## src/rtl/game_progress.sv

```systemverilog
// Game-state tracker: inning/half, per-team run totals and end-of-game detection.
// Every output is a flop, so there is no combinational path from the pulses to the display.
module game_progress #(
  parameter int INNINGS     = 9,
  parameter int MAX_INNINGS = 12,
  parameter int SCORE_MAX   = 99
) (
  input  logic       clk,
  input  logic       reset_n,
  input  logic       change_pulse,
  input  logic [3:0] run_pulse,
  output logic [3:0] inning,
  output logic       bottom,
  output logic [6:0] score0,
  output logic [6:0] score1,
  output logic       game_over,
  output logic [1:0] winner,
  output logic       play_en
);

  localparam logic [3:0] REG_INNING = 4'(INNINGS);
  localparam logic [3:0] MAX_INNING = 4'(MAX_INNINGS);
  localparam logic [7:0] SAT_WIDE   = 8'(SCORE_MAX);
  localparam logic [6:0] SAT_SCORE  = 7'(SCORE_MAX);

  typedef enum logic [1:0] {
    TOP    = 2'd0,
    BOTTOM = 2'd1,
    OVER   = 2'd2
  } state_t;

  state_t     state, state_next;
  logic [3:0] inning_next;
  logic       bottom_next;
  logic [6:0] score0_next, score1_next;
  logic [1:0] winner_next;
  logic [2:0] run_count;
  logic [6:0] score0_credit, score1_credit;
  logic       late_inning;

  function automatic logic [6:0] add_sat(input logic [6:0] score, input logic [2:0] runs);
    logic [7:0] sum;
    sum = {1'b0, score} + {5'b0, runs};
    return (sum > SAT_WIDE) ? SAT_SCORE : sum[6:0];
  endfunction

  always_ff @(posedge clk or negedge reset_n) begin
    if (!reset_n) begin
      state     <= TOP;
      inning    <= 4'd1;
      bottom    <= 1'b0;
      score0    <= 7'd0;
      score1    <= 7'd0;
      winner    <= 2'b00;
      game_over <= 1'b0;
      play_en   <= 1'b1;
    end else begin
      state     <= state_next;
      inning    <= inning_next;
      bottom    <= bottom_next;
      score0    <= score0_next;
      score1    <= score1_next;
      winner    <= winner_next;
      game_over <= (state_next == OVER);
      play_en   <= (state_next != OVER);
    end
  end

  // Runs are credited first; every end-of-game test below uses the credited scores.
  always_comb begin
    run_count     = {2'b0, run_pulse[0]} + {2'b0, run_pulse[1]}
                  + {2'b0, run_pulse[2]} + {2'b0, run_pulse[3]};
    score0_credit = add_sat(score0, run_count);
    score1_credit = add_sat(score1, run_count);
    late_inning   = (inning >= REG_INNING);

    state_next  = state;
    inning_next = inning;
    bottom_next = bottom;
    score0_next = score0;
    score1_next = score1;
    winner_next = winner;

    case (state)
      TOP: begin
        score0_next = score0_credit;
        if (change_pulse) begin
          if (late_inning && (score1 > score0_credit)) begin
            state_next  = OVER;
            winner_next = 2'b10;
          end else begin
            state_next  = BOTTOM;
            bottom_next = 1'b1;
          end
        end
      end
      BOTTOM: begin
        score1_next = score1_credit;
        if (change_pulse) begin
          if (late_inning && (score0 != score1_credit)) begin
            state_next  = OVER;
            winner_next = (score1_credit > score0) ? 2'b10 : 2'b01;
          end else if (inning == MAX_INNING) begin
            state_next  = OVER;
            winner_next = 2'b11;
          end else begin
            state_next  = TOP;
            inning_next = inning + 4'd1;
            bottom_next = 1'b0;
          end
        end else if ((run_count != 3'd0) && late_inning && (score1_credit > score0)) begin
          state_next  = OVER;
          winner_next = 2'b10;
        end
      end
      default: begin
        state_next = OVER;
      end
    endcase
  end

endmodule
```

## config.mk

```make
export PLATFORM = sky130hd
export DESIGN_NAME = game_progress
export DESIGN_NICKNAME = d
export VERILOG_FILES = /design/src/rtl/game_progress.sv
export SDC_FILE = /design/constraint.sdc
export NUM_CORES = 1
export LEC_CHECK = 0
export ABC_AREA = 0
export ABC_CLOCK_PERIOD_IN_PS = 9300
export CELL_PAD_IN_SITES_DETAIL_PLACEMENT = 2
export CELL_PAD_IN_SITES_GLOBAL_PLACEMENT = 2
export CORE_ASPECT_RATIO = 0.7
export CORE_MARGIN = 8
export CORE_UTILIZATION = 30
export CTS_BUF_LIST = sky130_fd_sc_hd__clkbuf_8 sky130_fd_sc_hd__clkbuf_16
export CTS_CLUSTER_SIZE = 8
export DETAILED_ROUTE_END_ITERATION = 16
export PLACE_DENSITY_LB_ADDON = 0.1
export SYNTH_ARGS = -nofsm -noshare
export SYNTH_HDL_FRONTEND = slang
export SYNTH_SLANG_ARGS = --single-unit
```

## constraint.sdc

```tcl
create_clock -name clk -period 9.3 [get_ports clk]
set_input_delay 1.86 -clock clk [delete_from_list [all_inputs] [get_ports clk]]
set_output_delay 1.86 -clock clk [all_outputs]
set_load 0.1 [all_outputs]
```

==> summary.txt, run 1 <==
Outcome
  • Status: finished, final reports clean

Logic synthesis
  • Mapped Area: 2167 µm²
  • Post-synth top cells: ha_1, nand2_1, dfrtp_1
  • Largest area contributor in the netlist: dfrtp_1
  • Library cells used by synthesis: 52
  • Post-Syn Area per Cell: 8.532 µm²
  • Post-synth EDFFs: 0
  • Asr flop ratio synth: 1.000
  • Syn_nets: 289
  • Synth Flop Type: dfrtp_1
  • Post-Syn Instances: 254
  • Post-synthesis register bit count: 25
  • Yosys top cell area share: 0.2656
  • Yosys Warn Count: 0
  • Largest cells by area after synthesis: dfrtp_1, ha_1, xnor2_1
  • Register area share after synthesis: 0.2898

Drt
  • Vias: 1924
  • Remaining DRCs: 0
  • Vias per cell: 5.103
  • Post-Route WL: 6.836 mm
  • ANT nets after route: 0
  • WL/cell: 18.13 µm
  • DRT Pass-1 Iters: 4
  • 1st-iter DRT viols: 60

Clock network
  • H-tree levels: 1
  • Clock Path Buffers: 2
  • Resize count post-CTS: 0
  • Root Driver: clkbuf_8
  • CTS tree: yes
  • Later-pin clock latency in the skew report: 0.28 ns
  • CTS Buf Count: 3
  • CTS Sinks: 25
  • CTS Hold Buffers Added: 0
  • Postcts setup bufs: 0
  • Clk slew on worst S/H paths: 0.10 ns

Setup path
  • Worst Path Required: 9.46 ns
  • Setup crit start kind: primary input
  • CP arrival: 7.26 ns
  • Crit Path Category: in -> reg
  • CP max FO: 13
  • CP Capture Type: register

STA
  • RSZ-0062 raised after global routing: false
  • Crit path time final: 7.099 ns
  • Max Fclk: 140.9 MHz
  • Least-Margin Pin Slew: 0.9874 ns
  • Crit share post-route: 0.7634
  • Clk_skew: 0.01180 ns
  • Final Hold Fails: 0
  • Final Max Tran Viols: 0
  • Final setup TNS: 0 ns
  • Final Setup Violations: 0
  • Slew HR: 0.3397

Die
  • Starting Density: 0.3028
  • Io pins: 30
  • Die height: 87.11 µm
  • Placement row count: 26
  • Die X: 117.6 µm
  • Core ar.: 7157 µm²
  • Die footprint: 10240 µm²

Global routing
  • Vias in the first global route: 2055
  • First-pass GRT wire length: 11.43 mm
  • GR Overflow Total: 0
  • Largest net degree at the start of global routing: 26
  • All-Layer GR Usage: 0.1384
  • Gr busiest metal: met2
  • Grt met3 use: 0.02396
  • Initial antenna violation count: 0
  • Met2 Resource Use GR: 0.2249
  • Met1 GRT Util: 0.1909

Hold path
  • Hold Crit Class: reg -> reg

Placement
  • PortBufs: 29
  • Post-detail-place hpwl: 5.619 mm
  • Final Wtd Congestion: 0.7848
  • Area after DPL: 2544 µm²

Final layout
  • Util after Layout: 0.3619
  • Fillers: 839
  • Design area: 2590 µm²
  • Diodes inserted: 0
  • Layout cells sized above 1: 0.04659
  • Final #Nets: 315
  • Area Overhead vs Synth: 19.51%

Job
  • MaxCap Viol Count: 0
==> metal layers <==
| metal | share of wire | wire length [µm] |
|---|---|---|
| met2 | 0.44 | 3024 |
| met4 | 0.0060 | 41 |
| met1 | 0.52 | 3586 |
| met3 | 0.027 | 183 |
| met5 | 0 | 0 |
==> kinds of logic (layout without fill, tap and decap cells) <==
family,count (synthesis),after routing,share of synthesized area
and+or+nand+nor,83,83,0.1923
xor gates and xnor gates,14,14,0.06005
muxes,5,5,0.02425
AOI/OAI and AO/OA,68,68,0.2032
buffers and inverters,31,56,0.05831
adders and majority gates,28,28,0.1721
DFF,25,25,0.2898
==> cells in the final DEF, fill, tap and decap left out, types with 2 or more instances in the layout <==
cell type,Yosys,layout
xor2_1,2,2
clkdlybuf4s50_1,0,29
clkbuf_8,0,3
o221ai_1,2,2
o211ai_1,4,4
dfstp_2,2,2
and2_1,5,5
o21ai_0,11,11
xnor2_1,11,11
or3_1,3,3
a21o_1,4,4
fa_1,3,3
o21ai_1,4,4
a31oi_1,5,5
dfrtp_1,23,23
nand3_1,6,6
mux2i_1,3,3
inv_1,22,22
nor2b_1,6,6
nor3_1,3,3
nand2_1,25,25
or4_1,2,2
o31ai_1,5,5
o22ai_1,3,3
and3_1,4,4
ha_1,25,25
mux2_2,2,2
nor2_1,15,15
nand2b_1,5,5
a21oi_1,17,17
nand4_1,3,3
==> per-stage QoR <==
stage               instances  hold WS (ns)  worst slack (ns)
floorplan                 254        0.4627             3.081
global placement          373        0.4933             2.096
detailed placement        373        0.5061             1.871
CTS                       377        0.5317             2.171
global route              377        0.5492             1.740
finish                    377        0.5208             2.201
==> state kept, by name, summed over array words and instances (netlist names) <==
signal / count
game_over: 1
winner: 2
bottom: 1
score0: 7
inning: 4
play_en: 1
state: 2
score1: 7
==> area by class of cell <==
type | instances | area, µm² | share of cell area
clock inverters | 1 | 5.005 | 0.001932
clock buffers | 3 | 41.29 | 0.01594
inverters | 22 | 82.58 | 0.03188
repair buffers | 30 | 297.8 | 0.1150
flip-flops and latches | 25 | 628.1 | 0.2425
multi-input cells | 198 | 1413 | 0.5454
well taps | 98 | 122.6 | 0.04734
==> path summary, 6_finish.rpt <==
| path | startpoint | end | slack (ns) | cells past startpoint |
|---|---|---|---|---|
| min in group asynchronous | reset_n | score0[1] | 1.94 | 2 |
| worst min-delay path | winner[0] | winner[0] | 0.52 | 1 |
| max in group asynchronous | reset_n | inning[0] | 7.04 | 2 |
| worst max-delay path | run_pulse[0] | inning[3] | 2.20 | 20 |
| worst min register to register | winner[0] | winner[0] | 0.52 | 1 |
| worst max register to register | score1[0] | inning[3] | 4.76 | 17 |
==> worst max-delay path: stages <==
cell and delay [ns]:
clkdlybuf4s50_1 0.43, fa_1 0.51, ha_1 0.20, ha_1 0.42, inv_1 0.10, fa_1 0.52, xor2_2 0.27, o22ai_1 0.12
mux2i_1 0.17, o211ai_1 0.10, a31oi_1 0.75, a21oi_1 0.13, ha_1 0.35, nand4_1 0.16, nor2_1 0.22, nor2_1 0.10
a31oi_1 0.23, and3_1 0.33, nand4_1 0.15, xnor2_1 0.14
Power of run 1 is left out: the tool's default activity adds up to more than one toggle a clock period on the data nets, which glitch-free logic cannot reach.
==> run 2, diff against run 1 <==
--- a/config.mk
+++ b/config.mk
@@ -6,7 +6,7 @@
 export NUM_CORES = 1
 export LEC_CHECK = 0
 export ABC_AREA = 0
-export ABC_CLOCK_PERIOD_IN_PS = 9300
+export ABC_CLOCK_PERIOD_IN_PS = 6800
 export CELL_PAD_IN_SITES_DETAIL_PLACEMENT = 2
 export CELL_PAD_IN_SITES_GLOBAL_PLACEMENT = 2
 export CORE_ASPECT_RATIO = 0.7
==> constraint.sdc (replaced) <==
create_clock -name clk -period 6.8 [get_ports clk]
set_input_delay 1.36 -clock clk [delete_from_list [all_inputs] [get_ports clk]]
set_output_delay 1.36 -clock clk [all_outputs]
set_load 0.1 [all_outputs]
==> run 2 against run 1 <==
Effect of this change: non-clock buffer count up 1; hold slack worse by 0.0092 ns; cell count up 0.27%; register-to-register slack worse by 2.1 ns; clock skew about the same; critical path depth unchanged; first-iteration DRC count down 25%; via count up 0.21%; flip-flop and latch count unchanged; die area unchanged; count of clock-buffer cells in the layout unchanged; critical path type unchanged; largest cell class unchanged; highest routed layer unchanged.
==> summary.txt, run 2 (synthesis results as in run 1) <==
Global routing
  • GR Overflow Total: 0 (unchanged)
  • All-Layer GR Usage: 0.1394 (+0.001056)
  • First-pass GRT wire length: 11.45 mm (+0.18%)
  • Largest net degree at the start of global routing: 26 (unchanged)
  • Vias in the first global route: 2122 (+3.3%)
  • Initial antenna violation count: 0 (unchanged)

Die
  • Die height: 87.11 µm (unchanged)
  • Die footprint: 10240 µm² (unchanged)
  • Io pins: 30 (unchanged)
  • Starting Density: 0.3028 (unchanged)
  • Die X: 117.6 µm (unchanged)
  • Core ar.: 7157 µm² (unchanged)
  • Placement row count: 26 (unchanged)

Final layout
  • Diodes inserted: 0 (unchanged)
  • Biggest regs: score0 x7, score1 x7, inning x4
  • Final #Nets: 316 (+0.32%)
  • Most common cell after layout, fill and taps aside: clkdlybuf4s50_1
  • Most frequent cells in the layout: clkdlybuf4s50_1, nand2_1, ha_1, dfrtp_1, inv_1
  • Area Overhead vs Synth: 20.15%
  • Layout cells sized above 1: 0.05357 (+0.006976)
  • Util after Layout: 0.3638 (+0.001923)

Setup path
  • Crit path capture: winner[0]
  • Worst Path Required: 6.97 ns (-2.49 ns)
  • CP Capture Type: register
  • Crit Path Category: in -> reg
  • Reg2Reg Depth: 17 (unchanged)
  • FF-to-FF setup slack: 2.64 ns (-2.12 ns)
  • Reg-to-reg startpoint: score1[0]
  • Worst Setup SP: run_pulse[0]
  • CP arrival: 6.38 ns (-0.88 ns)
  • FF-to-FF End: winner[0]
  • Setup crit start kind: primary input
  • CP max FO: 9 (-4)

Clock network
  • Clk slew on worst S/H paths: 0.10 ns (about the same)
  • Root Driver: clkbuf_8
  • H-tree levels: 1 (unchanged)
  • Clock Path Buffers: 2 (unchanged)
  • CTS Hold Buffers Added: 0 (unchanged)
  • Later-pin clock latency in the skew report: 0.28 ns (about the same)
  • CTS Buf Count: 3 (unchanged)
  • CTS tree: yes
  • CTS Sinks: 25 (unchanged)

STA
  • Final setup TNS: 0 ns (unchanged)
  • Clk_skew: 0.01229 ns (+0.0004904 ns)
  • Final Max Tran Viols: 0 (unchanged)
  • RSZ-0062 raised after global routing: false
  • Crit path time final: 6.205 ns
  • Final Setup Violations: 0 (unchanged)
  • Max Fclk: 161.2 MHz
  • Final Hold Fails: 0 (unchanged)
  • Least-Margin Pin Slew: 0.9842 ns (-0.003192 ns)
  • Slew HR: 0.3418 (+0.002134)
  • Crit share post-route: 0.9125

Placement
  • Post-detail-place hpwl: 5.674 mm (+0.99%)
  • Final Wtd Congestion: 0.7800 (-0.61%)
  • PortBufs: 29 (unchanged)

Drt
  • Remaining DRCs: 0 (unchanged)
  • Post-Route WL: 6.884 mm (+0.70%)
  • WL/cell: 18.21 µm (+0.44%)
  • DRT Pass-1 Iters: 4 (unchanged)
  • 1st-iter DRT viols: 45 (-25%)
  • ANT nets after route: 0 (unchanged)
  • Vias per cell: 5.101 (about the same)
  • Vias: 1928 (+0.21%)

Job
  • MaxCap Viol Count: 0 (unchanged)

Hold path
  • Hold Crit Class: reg -> reg

Outcome
  • Status: finished, final reports clean
run 2: routing by layer:
layer,part of all wire,up-vias,wire length [µm],GRT usage
li1,-,954,-,-
met1,0.53,951,3636,0.1920
met2,0.43,19,2986,0.2265
met3,0.033,4,228,0.02720
met4,0.0046,0,32,0.01736
met5,0,-,0,0
run 2: worst max-delay path: stages:
cell	delay, ns
clkdlybuf4s50_1	0.43
fa_1	0.51
ha_1	0.20
ha_1	0.41
inv_1	0.09
fa_1	0.53
or3b_1	0.38
o21ai_1	0.08
mux2i_1	0.08
o211ai_1	0.23
a31oi_2	0.23
or2_1	0.28
ha_1	0.29
nand3_1	0.12
nor2_1	0.07
nor2_1	0.18
o311ai_0	0.20
o221ai_1	0.29
nand2_1	0.10
mux2_2	0.28
run 2: repair_timing:
item                                    4_1_cts  5_1_grt
resized for setup                             0        1
endpoints found under the setup margin        0        1
buffers inserted                              0        0
run 2: area by class of cell:
cell class	instances	area [µm²]
timing repair buffer	31	305.3
multi-input combinational	198	1419
clock buffer	3	41.29
clock inverter	1	5.005
sequential	25	628.1
inverter	22	82.58
fill	835	4553
tap	98	122.6
run 2: through the flow:
step / std cells / worst slack [ns] / hold slack (ns) / instance area [µm²]
floorplan: 254 / 1.081 / 0.4627 / 2167
global placement: 374 / 0.2975 / 0.4955 / 2551
detailed placement: 374 / 0.1244 / 0.4916 / 2551
CTS: 378 / 0.4312 / 0.5193 / 2597
global route: 378 / 0.1999 / 0.5398 / 2604
finish: 378 / 0.5950 / 0.5117 / 2604
run 2: how the worst min path moves through the flow:
stage / start / endpoint / slack, ns / depth (start not counted)
4_1_cts: winner[1] / winner[1] / 0.52 / 2
6_report: winner[1] / winner[1] / 0.51 / 2
2_1_floorplan: state[1] / play_en / 0.46 / 1
3_3_place_gp: winner[1] / winner[1] / 0.50 / 2
3_5_place_dp: winner[1] / winner[1] / 0.49 / 2
5_1_grt: winner[0] / winner[0] / 0.54 / 1
Power of run 2 is left out for the same reason.
